[config.mk]
export PLATFORM = sky130hd
export DESIGN_NAME = didactic_apb_requester
export DESIGN_NICKNAME = d
export VERILOG_FILES = /design/src/rtl/didactic_apb_requester.sv
export SDC_FILE = /design/constraint.sdc
export NUM_CORES = 1
export LEC_CHECK = 0
export CORE_MARGIN = 3
export CORE_UTILIZATION = 46
export CTS_BUF_LIST = sky130_fd_sc_hd__clkbuf_8
export DETAILED_ROUTE_END_ITERATION = 12
export DONT_BUFFER_PORTS = 1
export PLACE_DENSITY = 0.65
export SLEW_MARGIN = 20
export SYNTH_ARGS = -nofsm -noshare
export SYNTH_HDL_FRONTEND = slang
export SYNTH_SLANG_ARGS = --single-unit
export TNS_END_PERCENT = 10
[constraint.sdc]
create_clock -name clk_i -period 3.8 [get_ports clk_i]
set_input_delay 0.19 -clock clk_i [delete_from_list [all_inputs] [get_ports clk_i]]
set_output_delay 0.19 -clock clk_i [all_outputs]
set_load 0.05 [all_outputs]
[src/rtl/didactic_apb_requester.sv]
// Single-outstanding APB requester: request/response handshake in, APB transfer out.
// Optional ACCESS-phase timeout is built when APB_REQ_TIMEOUT_EN is defined.
//
// state  | meaning
// IDLE   | ready for a request, no APB activity
// SETUP  | psel high, penable low, address phase
// ACCESS | psel and penable high, waiting for pready (or timeout)
// RESP   | response held on rsp_* until rsp_ready_i
module didactic_apb_requester #(
  parameter int unsigned ApbAddrWidth  = 32'd12,
  parameter int unsigned ApbDataWidth  = 32'd32,
  parameter int unsigned TimeoutCycles = 16'd255
) (
  input  logic                    clk_i,
  input  logic                    rst_ni,
  input  logic                    req_valid_i,
  output logic                    req_ready_o,
  input  logic                    req_write_i,
  input  logic [ApbAddrWidth-1:0] req_addr_i,
  input  logic [ApbDataWidth-1:0] req_wdata_i,
  output logic                    rsp_valid_o,
  input  logic                    rsp_ready_i,
  output logic [ApbDataWidth-1:0] rsp_rdata_o,
  output logic                    rsp_err_o,
  output logic                    psel_o,
  output logic                    penable_o,
  output logic                    pwrite_o,
  output logic [ApbAddrWidth-1:0] paddr_o,
  output logic [ApbDataWidth-1:0] pwdata_o,
  input  logic                    pready_i,
  input  logic                    pslverr_i,
  input  logic [ApbDataWidth-1:0] prdata_i
);

  typedef enum logic [1:0] {IDLE, SETUP, ACCESS, RESP} state_t;

  state_t                  state_q, state_d;
  logic                    write_q;
  logic [ApbAddrWidth-1:0] addr_q;
  logic [ApbDataWidth-1:0] wdata_q;
  logic [ApbDataWidth-1:0] rdata_q;
  logic                    err_q;
  logic                    timeout;

  if (TimeoutCycles < 1 || TimeoutCycles > 65535) begin : g_bad_timeout
    $error("TimeoutCycles must be in 1..65535");
  end

`ifdef APB_REQ_TIMEOUT_EN
  localparam logic [15:0] TimeoutLoad = 16'(TimeoutCycles - 1);

  logic [15:0] cnt_q;

  // Down-counter loaded in SETUP; terminal count marks the last allowed ACCESS cycle.
  always_ff @(posedge clk_i or negedge rst_ni) begin
    if (!rst_ni) begin
      cnt_q <= '0;
    end else if (state_q == SETUP) begin
      cnt_q <= TimeoutLoad;
    end else if (state_q == ACCESS && cnt_q != '0) begin
      cnt_q <= cnt_q - 16'd1;
    end
  end

  assign timeout = (state_q == ACCESS) && !pready_i && (cnt_q == '0);
`else
  assign timeout = 1'b0;
`endif

  always_ff @(posedge clk_i or negedge rst_ni) begin
    if (!rst_ni) begin
      state_q <= IDLE;
    end else begin
      state_q <= state_d;
    end
  end

  always_comb begin
    state_d = state_q;
    case (state_q)
      IDLE:    if (req_valid_i) state_d = SETUP;
      SETUP:   state_d = ACCESS;
      ACCESS:  if (pready_i || timeout) state_d = RESP;
      RESP:    if (rsp_ready_i) state_d = IDLE;
      default: state_d = IDLE;
    endcase
  end

  always_ff @(posedge clk_i or negedge rst_ni) begin
    if (!rst_ni) begin
      write_q <= 1'b0;
      addr_q  <= '0;
      wdata_q <= '0;
      rdata_q <= '0;
      err_q   <= 1'b0;
    end else begin
      if (state_q == IDLE && req_valid_i) begin
        write_q <= req_write_i;
        addr_q  <= req_addr_i;
        wdata_q <= req_wdata_i;
      end
      if (state_q == ACCESS) begin
        // pready wins over a timeout landing in the same cycle
        if (pready_i) begin
          rdata_q <= write_q ? '0 : prdata_i;
          err_q   <= pslverr_i;
        end else if (timeout) begin
          rdata_q <= '0;
          err_q   <= 1'b1;
        end
      end
    end
  end

  assign req_ready_o = (state_q == IDLE);
  assign psel_o      = (state_q == SETUP) || (state_q == ACCESS);
  assign penable_o   = (state_q == ACCESS);
  assign rsp_valid_o = (state_q == RESP);
  assign pwrite_o    = write_q;
  assign paddr_o     = addr_q;
  assign pwdata_o    = wdata_q;
  assign rsp_rdata_o = rdata_q;
  assign rsp_err_o   = err_q;

endmodule

==> flow_metrics.env <==
export IMPL_fp_dieW_um=88.9
export IMPL_status="complete, no violations"
export IMPL_synth_distinct_cells=13
export IMPL_seq_area_frac_synth_pct=63.3
export IMPL_portBuffers=0
export IMPL_ys_warn_count=0
export IMPL_syn_area_mm2=0.00316
export IMPL_drtAntennaViolNets=0
export IMPL_start_util_pct=48.7
export IMPL_grt_max_degree=81
export IMPL_critical_path_cell_count=4
export IMPL_clk_latency_ps=340
export IMPL_firstDrtPassIters=4
export IMPL_layout_commonest_cell="dfrtp_1"
export IMPL_synth_area_top_cells="dfrtp_1 63%, mux2_2 16%, nand2b_1 6.3%"
export IMPL_hpwlAfterDp_um=4290
export IMPL_path_cells="inv_1 -> ha_1 -> nand2_2 -> mux2_2"
export IMPL_period_share_pct=64.5
export IMPL_crit_buf_inv=1
export IMPL_cp_max_fo=45
export IMPL_clock_path_buffers=2
export IMPL_row_count=29
export IMPL_drv_cap=0
export IMPL_htree_levels=3
export IMPL_holdPathStages=2
export IMPL_clock_root_buffer="clkbuf_8"
export IMPL_tightest_slew_ps=987
export IMPL_grt_pass1_vias=2159
export IMPL_grt_overflow_total=0
export IMPL_nets=405
export IMPL_final_core_util_pct=64.1
export IMPL_rsz0062_at_grt="no"
export IMPL_vias=2027
export IMPL_routed_via_density=5.05
export IMPL_hold_path_class="in2reg"
export IMPL_drv_slew=0
export IMPL_arrival_ps=2660
export IMPL_reg2regPathDepth=4
export IMPL_multi_input_comb_area_mm2=0.00108
export IMPL_setup_viol=0
export IMPL_gp_congestion=0.703
export IMPL_seq_area_mm2=0.00200
export IMPL_synth_seq_cells=80
export IMPL_die_area_mm2=0.00790
export IMPL_setup_tns_ps=0
export IMPL_area_growth_pct=31.7
export IMPL_routed_wl_um=6950
export IMPL_skew_ps=10.6
export IMPL_slowest_stage="nand2_2"
export IMPL_clkTransAtPathRegs_ps=80
export IMPL_start_kind="flip-flop"
export IMPL_fillCellCount=493
export IMPL_endpoint_kind="flip-flop"
export IMPL_grt_use_total_pct=17.7
export IMPL_critPathTopFamily="simple AND/OR/NAND/NOR gates"
export IMPL_wire_per_inst_um=17.3
export IMPL_maxSlewHeadroom_pct=34.0
export IMPL_fmax_mhz=408
export IMPL_synth_top_cell_area_share_pct=63.3
export IMPL_clock_sinks=80
export IMPL_die_h_um=88.9
export IMPL_core_area_mm2=0.00649
export IMPL_crit_type="reg2reg"
export IMPL_n_antenna_cell=0
export IMPL_layout_drive_gt1_share_pct=20.4
export IMPL_cts_buffers=9
export IMPL_slowest_delay_ps=740
export IMPL_fin_area_mm2=0.00416
export IMPL_avgSynthCellArea_um2=12.6
export IMPL_synth_top_cell_by_area="dfrtp_1"
export IMPL_synth_net_count=336
export IMPL_post_dp_cell_area_mm2=0.00321
export IMPL_antenna_found_initial=0
export IMPL_post_route_min_period_ps=2450
export IMPL_crit_required_ps=4000
export IMPL_drt_iter0_drc=68
export IMPL_grt_pass1_wl_um=10600
export IMPL_cts_tree="yes"
export IMPL_ioPinCount=165
export IMPL_final_cell_mix="80 x dfrtp_1, 70 x dlygate4sd3_1, 46 x mux2_2"
export IMPL_drc_errors=0
export IMPL_hold_viol_final=0
export IMPL_synthCells=250
## final timing paths
path                            slack (ps)          from         endpoint
worst max-delay path                  1350    state_q[0]       paddr_o[5]
worst min-delay path                    10  prdata_i[27]  rsp_rdata_o[27]
worst max register to register        1350    state_q[0]       paddr_o[5]
worst min register to register         570    state_q[1]       state_q[1]
max in group asynchronous             3040        rst_ni  rsp_rdata_o[20]
min in group asynchronous              440        rst_ni  rsp_rdata_o[23]
## cell usage after synthesis
cell / instances
a222oi_1: 1
nand2_1: 34
buf_2: 7
inv_1: 5
mux2i_1: 1
nor2_1: 1
ha_1: 3
clkbuf_1: 7
mux2_2: 46
mux2_1: 1
o21ai_0: 32
dfrtp_1: 80
nand2b_1: 32
## cell families after synthesis
| logic type | count (synthesis) | synth area share [%] |
|---|---|---|
| and+or+nand+nor | 67 | 10.5 |
| adders and majority gates | 3 | 1.19 |
| buffers and inverters | 19 | 2.53 |
| AOI/OAI and AO/OA | 33 | 5.38 |
| DFF | 80 | 63.3 |
| muxes | 48 | 17.1 |
## state kept, by name (all words and copies together) (netlist names)
signal	count
pwrite_o	1
state_q	2
rsp_err_o	1
paddr_o	12
pwdata_o	32
rsp_rdata_o	32
## metrics by stage
stage	instances	setup slack, ps	hold WS, ps
CTS	401	1320	1.46
finish	401	1350	10.7
floorplan	250	1900	-106
global placement	314	1390	-104
global route	401	1180	1.67
detailed placement	314	1340	-104
## what timing repair did
item / 4_1_cts / 5_1_grt
endpoints found under the hold margin: 149 / 0
buffers inserted: 0 / 0
hold buffers: 71 / 0
setup endpoints to repair: 0 / 0
gates resized for setup: 0 / 0
## worst register-to-register path, delay by kind of cell (launching register included)
kind,cells,cell delay (ps)
multiplexers,1,530
adder cells (fa/ha/maj),1,570
buffers and inverters,1,100
flip-flops,1,390
AND/OR/NAND/NOR,1,740
## per-layer routing
layer  part of all wire [%]  vias to the layer above  track usage (%)
li1                       -                      963                -
met1                     35                      964             19.1
met2                     54                       93             31.7
met3                     10                        7             6.54
met4                    1.2                        0             6.18
met5                      0                        -                0
## cell type report
type	instances	share of cell area, %
flip-flops and latches	80	48.1
multi-input cells	151	26.0
repair buffers	72	17.7
clock buffers	10	3.31
well taps	77	2.31
clock inverters	6	2.16
inverters	5	0.451
Power is left out: the tool's default activity adds up to more than one toggle a clock period on the data nets, which glitch-free logic cannot reach.
